==> config.mk <==
export PLATFORM = sky130hd
export DESIGN_NAME = puf_scan_master
export DESIGN_NICKNAME = d
export VERILOG_FILES = /design/src/rtl/puf_pkg.sv /design/src/rtl/puf_scan_clkgen.sv /design/src/rtl/puf_scan_master.sv
export SDC_FILE = /design/constraint.sdc
export NUM_CORES = 1
export LEC_CHECK = 0
export ABC_AREA = 1
export BUFFER_PORTS_ARGS = -buffer_cell sky130_fd_sc_hd__buf_2
export CAP_MARGIN = 10
export CORE_MARGIN = 2
export CORE_UTILIZATION = 55
export CTS_CLUSTER_DIAMETER = 30
export DETAILED_ROUTE_END_ITERATION = 8
export GPL_TIMING_DRIVEN = 0
export PLACE_DENSITY = 0.8
export SYNTH_ARGS = -nofsm -noshare
export SYNTH_HDL_FRONTEND = slang
export SYNTH_SLANG_ARGS = --single-unit
==> constraint.sdc <==
create_clock -name clk -period 5.5 [get_ports clk]
set_clock_uncertainty 0.2 [all_clocks]
set_input_delay 1.65 -clock clk [delete_from_list [all_inputs] [get_ports clk]]
set_output_delay 1.65 -clock clk [all_outputs]
set_load 0.05 [all_outputs]
==> src/rtl/puf_pkg.sv <==
// Shared types and helpers for the PUF scan master.
// Optional build macro: PUF_MAJORITY_EN (3-sample majority vote on the response bit).
package puf_pkg;

    typedef enum logic [2:0] {
        ST_IDLE,
        ST_SHIFT,
        ST_ARM,
        ST_EVAL,
        ST_SAMPLE,
        ST_DONE
    } puf_state_t;

    localparam logic [1:0] LEN_32  = 2'b00;
    localparam logic [1:0] LEN_64  = 2'b01;
    localparam logic [1:0] LEN_128 = 2'b10;

    localparam int unsigned ARM_CYC = 2;

`ifdef PUF_MAJORITY_EN
    localparam int unsigned SAMPLE_CYC = 3;
`else
    localparam int unsigned SAMPLE_CYC = 1;
`endif

    // Chain length in bits for a length code; 2'b11 aliases the 128-bit chain.
    function automatic logic [7:0] len_to_bits(input logic [1:0] len);
        case (len)
            LEN_32:  return 8'd32;
            LEN_64:  return 8'd64;
            LEN_128: return 8'd128;
            default: return 8'd128;
        endcase
    endfunction

endpackage

==> src/rtl/puf_scan_clkgen.sv <==
// Scan clock generator: DIV clk cycles per half period, low phase first.
// Ticks flag the clk edge that will toggle the scan clock.
module puf_scan_clkgen #(
    parameter int unsigned DIV = 2
) (
    input  logic clk,
    input  logic rstn,
    input  logic en,
    output logic rise_tick,
    output logic fall_tick,
    output logic scan_clk
);

    localparam int unsigned CW = (DIV > 1) ? $clog2(DIV) : 1;

    logic [CW-1:0] cnt_q;
    logic          half_end;

    assign half_end  = en && (cnt_q == CW'(DIV - 1));
    assign rise_tick = half_end && !scan_clk;
    assign fall_tick = half_end &&  scan_clk;

    // Half-period counter and scan clock level; parked low while disabled.
    always_ff @(posedge clk or negedge rstn) begin
        if (!rstn) begin
            cnt_q    <= '0;
            scan_clk <= 1'b0;
        end else if (!en) begin
            cnt_q    <= '0;
            scan_clk <= 1'b0;
        end else if (half_end) begin
            cnt_q    <= '0;
            scan_clk <= ~scan_clk;
        end else begin
            cnt_q <= cnt_q + CW'(1);
        end
    end

endmodule

==> src/rtl/puf_scan_master.sv <==
// PUF scan master: shifts a challenge into the selected chain, arms and
// evaluates it, samples the response and returns the shifted-out chain.
// Optional build macro: PUF_MAJORITY_EN (response = majority of 3 samples).
module puf_scan_master
    import puf_pkg::*;
#(
    parameter int unsigned CHAL_W   = 128,
    parameter int unsigned DIV      = 2,
    parameter int unsigned EVAL_CYC = 16
) (
    input  logic              clk,
    input  logic              rstn,
    input  logic              start_i,
    input  logic [CHAL_W-1:0] chal_i,
    input  logic [1:0]        length_i,
    input  logic [1:0]        sel_i,
    output logic              busy_o,
    output logic              resp_valid_o,
    input  logic              resp_ready_i,
    output logic              resp_bit_o,
    output logic [CHAL_W-1:0] readback_o,
    output logic              puf_clk_o,
    output logic              puf_si_o,
    output logic              puf_rstn_o,
    output logic              puf_reset_o,
    output logic [1:0]        puf_sel_o,
    output logic [1:0]        puf_length_o,
    input  logic              puf_out_i,
    input  logic              puf_so_i
);

    puf_state_t        state_q, state_d;
    logic [CHAL_W-1:0] chal_sr;
    logic [7:0]        bit_cnt;
    logic [15:0]       cyc_q;
    logic              shift_done;
    logic              clk_en;
    logic              rise_tick, fall_tick;
    logic [7:0]        start_bits;
`ifdef PUF_MAJORITY_EN
    logic [1:0]        samp_q;
`endif

    assign start_bits = len_to_bits(length_i);
    // Challenge is pre-aligned so its bit N-1 sits at the MSB; si is always the MSB.
    assign puf_si_o   = chal_sr[CHAL_W-1];

    puf_scan_clkgen #(
        .DIV(DIV)
    ) u_clkgen (
        .clk       (clk),
        .rstn      (rstn),
        .en        (clk_en),
        .rise_tick (rise_tick),
        .fall_tick (fall_tick),
        .scan_clk  (puf_clk_o)
    );

    // State register.
    always_ff @(posedge clk or negedge rstn) begin
        if (!rstn) state_q <= ST_IDLE;
        else       state_q <= state_d;
    end

    // Next-state logic and state-decoded outputs.
    always_comb begin
        state_d      = state_q;
        busy_o       = 1'b1;
        resp_valid_o = 1'b0;
        puf_reset_o  = 1'b0;
        clk_en       = 1'b0;
        case (state_q)
            ST_IDLE: begin
                busy_o = 1'b0;
                if (start_i) state_d = ST_SHIFT;
            end
            ST_SHIFT: begin
                // Clock generator stops once the last high phase has ended;
                // the remaining SHIFT cycle leaves puf_clk_o low.
                clk_en = !shift_done;
                if (shift_done) state_d = ST_ARM;
            end
            ST_ARM: begin
                puf_reset_o = 1'b1;
                if (cyc_q == 16'(ARM_CYC - 1)) state_d = ST_EVAL;
            end
            ST_EVAL: begin
                if (cyc_q == 16'(EVAL_CYC - 1)) state_d = ST_SAMPLE;
            end
            ST_SAMPLE: begin
                if (cyc_q == 16'(SAMPLE_CYC - 1)) state_d = ST_DONE;
            end
            ST_DONE: begin
                resp_valid_o = 1'b1;
                if (resp_ready_i) state_d = ST_IDLE;
            end
            default: state_d = ST_IDLE;
        endcase
    end

    // PUF scan reset is released on the first clock after rstn deasserts.
    always_ff @(posedge clk or negedge rstn) begin
        if (!rstn) puf_rstn_o <= 1'b0;
        else       puf_rstn_o <= 1'b1;
    end

    // Datapath: request latch, challenge/readback shifting, bit and phase counters, sampler.
    always_ff @(posedge clk or negedge rstn) begin
        if (!rstn) begin
            chal_sr      <= '0;
            readback_o   <= '0;
            bit_cnt      <= '0;
            cyc_q        <= '0;
            shift_done   <= 1'b0;
            resp_bit_o   <= 1'b0;
            puf_sel_o    <= '0;
            puf_length_o <= '0;
`ifdef PUF_MAJORITY_EN
            samp_q       <= '0;
`endif
        end else begin
            if ((state_d != state_q) ||
                !(state_q inside {ST_ARM, ST_EVAL, ST_SAMPLE})) begin
                cyc_q <= '0;
            end else begin
                cyc_q <= cyc_q + 16'd1;
            end

            case (state_q)
                ST_IDLE: begin
                    if (start_i) begin
                        chal_sr      <= chal_i << (CHAL_W - 32'(start_bits));
                        readback_o   <= '0;
                        bit_cnt      <= start_bits - 8'd1;
                        shift_done   <= 1'b0;
                        puf_sel_o    <= sel_i;
                        puf_length_o <= length_i;
                    end
                end
                ST_SHIFT: begin
                    if (rise_tick) readback_o <= {readback_o[CHAL_W-2:0], puf_so_i};
                    if (fall_tick) begin
                        chal_sr <= {chal_sr[CHAL_W-2:0], 1'b0};
                        if (bit_cnt == 8'd0) shift_done <= 1'b1;
                        else                 bit_cnt    <= bit_cnt - 8'd1;
                    end
                end
                ST_SAMPLE: begin
`ifdef PUF_MAJORITY_EN
                    if (cyc_q == 16'd2) begin
                        resp_bit_o <= (samp_q[0] & samp_q[1]) |
                                      (samp_q[0] & puf_out_i) |
                                      (samp_q[1] & puf_out_i);
                    end else begin
                        samp_q[cyc_q[0]] <= puf_out_i;
                    end
`else
                    resp_bit_o <= puf_out_i;
`endif
                end
                default: ;
            endcase
        end
    end

endmodule

Word level (Yosys, flattened, before mapping)
Index checks and enable logic that the tools add are counted.

Flip-flop bits (word level): 292. Latch bits: 0. Bits in writable memories: 0. Memory bits (read-only): 0. Input port bits: 138. Output and inout bits: 139. Memories: 0.

Add/sub/neg operators: 5. $mul: 0. Div/mod/pow operators: 0. Magnitude comparators: 0. Equality and inequality tests: 15. Shifts and indexed selects: 1. Muxes and demuxes: 31. Bitwise operators: 1. Reduce and logical (&&, ||, !) cells: 18.

Operators by type and width (count): $mux 128 (4); $pmux 128 s2 (2); $shl 128x32->128 (1); $pmux 8 s2 (2); $mux 8 (3); $mux 3 (6); $pmux 3 s6 (1); $add 16x1->16 const B (1); $eq 16x1->1 const B (1); $eq 16x4->1 const B (1); $logic_not 16->1 (1); $mux 16 (1); $sub 8x1->8 const B (2); $ne 2x2->1 const B (6); $mux 1 (11); $sub 8x8->9 const A (1); $logic_not 8->1 (1); $reduce_and 4->1 (2); $eq 3x2->1 const B (2); $eq 3x3->1 const B (2); $reduce_and 3->1 (2); $eq 3x1->1 const B (1); $logic_and 1x1->1 (3); $logic_not 1->1 (3); 11 further kinds (11).

Logic depth before layout (Yosys ltp)
Gate-level depths: netlist of the first run.

Depth in word-level cells: 6. Depth in mapped cells: 12. Depth with buffers taken out: 10.

By module
Synthesis of the first run repeated with hierarchy kept, for this count alone.

Cells, all modules: 1721. Area, all modules: 14048.5 um2.

Modules (own cells, without submodules): puf_scan_master (times used 1, cells an instance 1709, area an instance 13958.4 um2, sequential area each 7257.0 um2); puf_scan_clkgen (times used 1, cells an instance 12, area an instance 90.1 um2, sequential area each 50.0 um2).

Worst setup path after synthesis of the first run
No wires, ideal clock.

Kind: reg-to-output. Start: register state_q[2]. End: output port puf_reset_o. Data arrival time: 1.373 ns. Data required time: 3.650 ns. Slack: 2.277 ns. Stages on the path, launching flop included: 5. Buffers on the path: 1. Cells stage by stage: dfrtp_1 -> buf_2 -> inv_1 -> nand2_1 -> nor2_1.

Word-level cells in the longest chain between the ends: 2.

Ends and longest elaborated chain: start: declaration (RTL line puf_scan_master.sv:32) `puf_state_t state_q, state_d;`; start signal: assignment (RTL line puf_scan_master.sv:62) `else state_q <= state_d;`; $eq 3x2->1 (RTL line puf_scan_master.sv:72) `case (state_q)`; $mux 1 (RTL line puf_scan_master.sv:72); end: declaration (RTL line puf_scan_master.sv:25) `output logic puf_reset_o,`.

No other way between the ends.

Worst setup path after layout of the first run
Same ends and word-level chain as after synthesis.

==> results.py, run 1 <==
metrics = {
    "die": {
        "core_region_area_mm2": 0.0250,
        "die_h_um": 163,
        "dieArea_mm2": 0.0266,
        "start_util": 0.556,
        "fp.dieW_um": 163,
        "io_pins": 277,
        "num_rows": 58,
    },
    "run_status": {
        "status": "finished clean",
    },
    "placed_design": {
        "pre_cts_slack_ns": 1.80,
        "gp_congestion": 0.954,
        "dpl.cell_count": 2380,
        "dp_hpwl_um": 29300,
        "placed_area_mm2": 0.0158,
        "portBuffers": 276,
    },
    "logic_synthesis": {
        "yosysUniqueCellTypes": 30,
        "synth_nets": 1914,
        "syn_area_mm2": 0.0139,
        "yosys-top-cells-area": "dfrtp_1 (52%), nand2_1 (14%), nand3_1 (12%)",
        "ys_seq_area_frac": 0.525,
        "synth.avg_cell_area_um2": 7.85,
        "yosysTopAreaCell": "dfrtp_1",
        "yosysTopAreaCellShare": 0.525,
        "ys_ff_latch": 292,
        "syn_inst": 1772,
        "synth-warning-count": 0,
    },
    "timing": {
        "setup_viol": 0,
        "setup_ws_ns": 1.80,
        "tightest_slew_ns": 0.733,
        "slew_headroom": 0.511,
        "clock.fmax_ghz": 0.270,
        "rsz0062_at_grt": "false",
        "slew_viol_final": 0,
        "fin_crit_sh": 0.672,
        "hold_violations": 0,
        "min_period_ns": 3.70,
    },
    "worst_setup_path": {
        "r2r-start": "state_q[2]",
        "crit_type": "flop to output port",
        "r2r_slack_ns": 2.36,
        "reg2regPathDepth": 12,
        "critPathLaunchType": "flop",
        "cp-end-kind": "output port",
        "startpoint": "state_q[2]",
        "cp_data_required_time_ns": 3.65,
        "reg2reg_to": "bit_cnt[6]",
        "endpoint": "puf_reset_o",
        "cp.arrival_ns": 1.85,
        "crit_path_max_fanout": 7,
    },
    "cts": {
        "cts_root_buf": "clkbuf_16",
        "cts_made_buffers": 60,
        "cts.reportedPaths.clkPinSlew_ns": 0.05,
        "cts.sinks": 292,
        "cts_tree": "yes",
        "cts_resized": 0,
        "clockBufferDepth": 3,
        "cts-hold-fix-buffers": 0,
        "post-cts-setup-buffers": 0,
        "htree_num_levels": 2,
        "clkLatencyLatePin_ns": 0.57,
    },
    "pwr": {
        "p_seq_frac": 0.280,
        "power.leakage_uw": 0.00956,
        "p_sw_frac": 0.376,
        "vdd_ir_drop_max_mv": 0.331,
        "p_sw_uw": 3760,
        "p_int_uw": 6230,
        "power.density_mw_per_mm2": 553,
        "power_frac_clock": 0.405,
        "p_comb_frac": 0.315,
    },
    "cells_and_area": {
        "drive_gt1_frac": 0.203,
        "fin_cells": 2495,
        "final_common_cell": "nand2_1",
        "final_cell_mix": "nand2_1 (522), nand3_1 (342), buf_2 (306)",
        "final_nets": 2254,
        "design_area_mm2": 0.0181,
        "area_delta_synth_final_pct": 29.7,
    },
    "detailed_routing": {
        "vias": 14300,
        "vias_per_cell": 5.72,
        "dr.first_iter.drc_count": 1880,
        "remaining_drc_errors": 0,
        "drt.antenna.violating_nets": 0,
        "wl_per_cell_um": 17.2,
        "first_pass_iters": 6,
        "drt-total-wl_um": 42900,
    },
    "global_route": {
        "grtUsageTotal": 0.324,
        "grt_pass1_wl_um": 68900,
        "antenna_found_initial": 1,
        "gr-total-overflow": 0,
        "grt_pass1_vias": 13800,
        "grt_max_degree": 115,
    },
    "flow_run": {
        "drv_cap": 0,
    },
    "hold_path": {
        "hold_path_class": "flop to flop",
    },
}
## cell usage after synthesis (all sizes together)
library cell,number
clkinv,1
xnor2,4
buf,58
a21oi,2
nand4,4
ha,4
nor2,80
o211ai,2
xor2,10
or2,2
clkbuf,71
dfrtp,292
nor3,5
nand3b,2
nand3,342
mux2,1
o22ai,36
o21ai,229
inv,103
conb,1
nand2,523
## through the flow
step	util	hold slack (ns)	TNS (ns)	total power, uW
6_report	0.721	0.272	0	9990
5_1_grt	0.721	0.288	0	10500
4_1_cts	0.721	0.271	0	9930
3_5_place_dp	0.630	0.259	0	5840
3_3_place_gp	0.628	0.254	-836.79	5750
2_1_floorplan	-	0.237	0	4910
## state kept, by name, summed over array words and instances, names as in the netlist
signal and cells:
bit_cnt 8, chal_sr 128, u_clkgen.scan_clk 1, puf_length_o 2, state_q 3, u_clkgen.cnt_q 1, resp_bit_o 1, puf_rstn_o 1
shift_done 1, cyc_q 16, puf_sel_o 2, readback_o 128
## layer usage
layer,vias up,share of wire,GRT usage
met2,853,0.46,0.507
met3,163,0.096,0.0602
met1,6710,0.39,0.436
li1,6538,-,-
met4,0,0.052,0.163
met5,-,0,0
## power by group through the flow
stage | sequential, uW | combinational (uW) | clock (uW)
3_3_place_gp | 2800 | 2950 | 0
3_5_place_dp | 2810 | 3030 | 0
2_1_floorplan | 2890 | 2020 | 0
4_1_cts | 2790 | 3080 | 4060
5_1_grt | 2840 | 3500 | 4180
6_report | 2800 | 3140 | 4050
## how the worst min path moves through the flow
stage	from	endpoint	slack [ns]	depth (start not counted)
6_report	chal_sr[83]	chal_sr[83]	0.27	2
2_1_floorplan	chal_sr[95]	chal_sr[95]	0.24	2
3_5_place_dp	chal_sr[83]	chal_sr[83]	0.26	2
4_1_cts	chal_sr[83]	chal_sr[83]	0.27	2
5_1_grt	chal_sr[77]	chal_sr[77]	0.29	2
3_3_place_gp	chal_sr[85]	chal_sr[85]	0.25	2
## kinds of logic (layout without fill, tap and decap cells)
kind of cell,after synthesis,count (layout),synth area share
flip-flops,292,292,0.525
other,1,2,0.000269
AND/OR/NAND/NOR,958,958,0.292
AO/OA/AOI/OAI,269,269,0.101
XOR/XNOR,14,14,0.00881
adder cells (fa/ha/maj),4,4,0.00360
buffers and inverters,233,625,0.0686
multiplexers,1,1,0.000809
## final cells by class
cell class,instances,area [um2]
antenna,1,2.50
buffer,129,564
clock buffer,71,1620
clock inverter,43,654
fill,1905,6980
inverter,104,390
multi-input combinational,1247,5660
sequential,292,7310
tap,330,413
timing repair buffer,278,1450
## worst max-delay path, stage by stage, from the launching register on
cell and delay, ns:
dfrtp_1 0.36, buf_2 0.18, inv_1 0.16, nand2_1 0.12
nor2_1 0.17, buf_2 0.31
Note: power is estimated with default switching activity, not from simulation.
==> run 2, diff against run 1 <==
--- a/config.mk
+++ b/config.mk
@@ -5,7 +5,7 @@
 export SDC_FILE = /design/constraint.sdc
 export NUM_CORES = 1
 export LEC_CHECK = 0
-export ABC_AREA = 1
+export ABC_AREA = 0
 export BUFFER_PORTS_ARGS = -buffer_cell sky130_fd_sc_hd__buf_2
 export CAP_MARGIN = 10
 export CORE_MARGIN = 2
==> constraint.sdc (replaced) <==
create_clock -name clk -period 3.8 [get_ports clk]
set_clock_uncertainty 0.2 [all_clocks]
set_input_delay 1.14 -clock clk [delete_from_list [all_inputs] [get_ports clk]]
set_output_delay 1.14 -clock clk [all_outputs]
set_load 0.05 [all_outputs]
==> results.py, run 2 <==
metrics = {
    "detailed_routing": {
        "dr.first_iter.drc_count": 1347,
        "drt-total-wl_um": 40400,
        "wl_per_cell_um": 17.8,
        "vias": 13000,
        "first_pass_iters": 6,
        "drt.antenna.violating_nets": 0,
        "remaining_drc_errors": 0,
        "vias_per_cell": 5.75,
    },
    "die": {
        "die_h_um": 161,
        "io_pins": 277,
        "start_util": 0.561,
        "core_region_area_mm2": 0.0243,
        "num_rows": 57,
        "fp.dieW_um": 161,
        "dieArea_mm2": 0.0261,
    },
    "pwr": {
        "vdd_ir_drop_max_mv": 0.730,
        "power.density_mw_per_mm2": 973,
        "p_seq_frac": 0.322,
        "power_frac_clock": 0.319,
        "power.leakage_uw": 0.00829,
        "p_sw_uw": 7380,
        "p_int_uw": 9780,
        "p_comb_frac": 0.359,
        "p_sw_frac": 0.430,
    },
    "logic_synthesis": {
        "syn_area_mm2": 0.0136,
        "synth_edf_count": 0,
        "ys_ff_latch": 292,
        "synth.avg_cell_area_um2": 8.81,
        "yosys-top-cells-area": "dfrtp_1 (54%), nand2_1 (12%), o21ai_0 (8.1%)",
        "synth_nets": 1689,
        "syn_inst": 1547,
        "ys_seq_area_frac": 0.536,
        "synth.most_common_cell": "nand2_1",
        "yosysTopAreaCellShare": 0.536,
        "yosys-top-cells-count": "nand2_1 (437), dfrtp_1 (292), o21ai_0 (222), clkbuf_1 (102), nor2_1 (83)",
        "yosysTopAreaCell": "dfrtp_1",
        "async_flop_share": 1.00,
        "synth-warning-count": 0,
        "synthFlopType": "dfrtp_1",
        "yosysUniqueCellTypes": 52,
    },
    "cts": {
        "cts_root_buf": "clkbuf_16",
        "post-cts-setup-buffers": 0,
        "cts.sinks": 292,
        "cts-hold-fix-buffers": 0,
        "cts.reportedPaths.clkPinSlew_ns": 0.05,
        "cts_made_buffers": 58,
        "htree_num_levels": 2,
        "clkLatencyLatePin_ns": 0.58,
        "cts_tree": "yes",
        "cts_resized": 0,
        "clockBufferDepth": 3,
    },
    "cells_and_area": {
        "fin_cells": 2263,
        "final_common_cell": "nand2_1",
        "final_nets": 2026,
        "drive_gt1_frac": 0.216,
        "final_cell_mix": "nand2_1 (437), buf_2 (292), dfrtp_1 (292)",
        "area_delta_synth_final_pct": 29.4,
        "reg_top3": "chal_sr (128), readback_o (128), cyc_q (16)",
        "design_area_mm2": 0.0176,
        "nFillCells": 1807,
    },
    "worst_setup_path": {
        "reg2regPathDepth": 10,
        "critPathLaunchType": "flop",
        "crit_path_max_fanout": 10,
        "cp-end-kind": "flop",
        "crit_type": "flop to flop",
        "cp.arrival_ns": 3.78,
        "startpoint": "state_q[0]",
        "r2r-start": "state_q[0]",
        "r2r_slack_ns": 0.31,
        "cp_data_required_time_ns": 4.09,
    },
    "timing": {
        "hold_violations": 0,
        "setup_viol": 0,
        "fin_crit_sh": 0.918,
        "min_period_ns": 3.49,
        "clock.fmax_ghz": 0.287,
        "rsz0062_at_grt": "false",
        "tightest_slew_ns": 0.990,
        "slew_headroom": 0.335,
        "slew_viol_final": 0,
    },
    "global_route": {
        "grtUsageTotal": 0.302,
        "gr-total-overflow": 0,
        "grt_pass1_wl_um": 63400,
        "antenna_found_initial": 8,
        "grt_max_degree": 112,
        "grt_pass1_vias": 12400,
    },
    "hold_path": {
        "hold_path_class": "flop to flop",
        "holdPathStages": 2,
        "hold_start": "chal_sr[71]",
    },
    "run_status": {
        "status": "finished clean",
    },
    "placed_design": {
        "gp_congestion": 0.908,
        "portBuffers": 275,
        "dpl.cell_count": 2148,
        "placed_area_mm2": 0.0155,
        "dp_hpwl_um": 28000,
    },
    "flow_run": {
        "drv_cap": 0,
    },
}
==> run 2: cell type report <==
type                            instances  area (um2)  area share
Clock buffer                           66        1560      0.0885
Multi-Input combinational cell       1117        5750       0.326
Tap cell                              324         405      0.0230
Inverter                                9        33.8     0.00191
Buffer                                129         552      0.0313
Sequential cell                       292        7310       0.414
Timing Repair Buffer                  277        1440      0.0817
Antenna cell                            5        12.5    0.000709
Clock inverter                         44         583      0.0330
==> run 2: final timing paths <==
path                             endpoint
min reg2reg                   chal_sr[71]
max                            bit_cnt[4]
min in group asynchronous  readback_o[41]
min                           chal_sr[71]
max in group asynchronous      state_q[0]
max reg2reg                    bit_cnt[4]
==> run 2: metrics by stage <==
stage | utilization | hold WS (ns) | setup WS [ns] | setup TNS [ns] | power [uW]
2_1_floorplan | - | 0.245 | 1.02 | 0 | 9870
3_3_place_gp | 0.634 | 0.255 | -4.01 | -1161.70 | 11400
3_5_place_dp | 0.637 | 0.263 | 0.117 | 0 | 11600
4_1_cts | 0.725 | 0.281 | 0.112 | 0 | 17200
5_1_grt | 0.726 | 0.304 | 0.139 | 0 | 18000
6_report | 0.726 | 0.275 | 0.312 | 0 | 17200
==> run 2: cells by family after synthesis <==
| group | after synthesis | share of synthesized area |
|---|---|---|
| mux | 67 | 0.0494 |
| compound gates | 391 | 0.167 |
| other cells | 1 | 0.000275 |
| fa+ha+maj | 4 | 0.00367 |
| simple gates | 641 | 0.193 |
| buf+inv | 138 | 0.0429 |
| flops | 292 | 0.536 |
| xor+xnor | 13 | 0.00835 |
==> run 2: power groups by stage <==
| stage | sequential, uW | clock [uW] | combinational [uW] |
|---|---|---|---|
| detailed placement | 5510 | 0 | 6120 |
| CTS | 5500 | 5510 | 6150 |
| global route | 5690 | 5680 | 6630 |
| finish | 5530 | 5470 | 6160 |
| floorplan | 7720 | 0 | 2150 |
| global placement | 5460 | 0 | 5980 |
==> run 2: metal layers <==
metal | up-vias | track usage | wire length [um]
li1 | 6030 | - | -
met1 | 6266 | 0.402 | 16500
met2 | 585 | 0.472 | 18700
met3 | 130 | 0.0688 | 3360
met4 | 4 | 0.144 | 1710
met5 | - | 0 | 23
==> run 2: worst max-delay path, stage by stage, from the launching register on <==
cell and delay, ns:
dfrtp_1 0.44, nor3b_2 0.42, buf_2 0.34, clkbuf_1 0.48, buf_1 0.41, nand2_1 0.10
ha_1 0.20, buf_1 0.19, and4_1 0.22, a32oi_1 0.19, a21boi_0 0.19
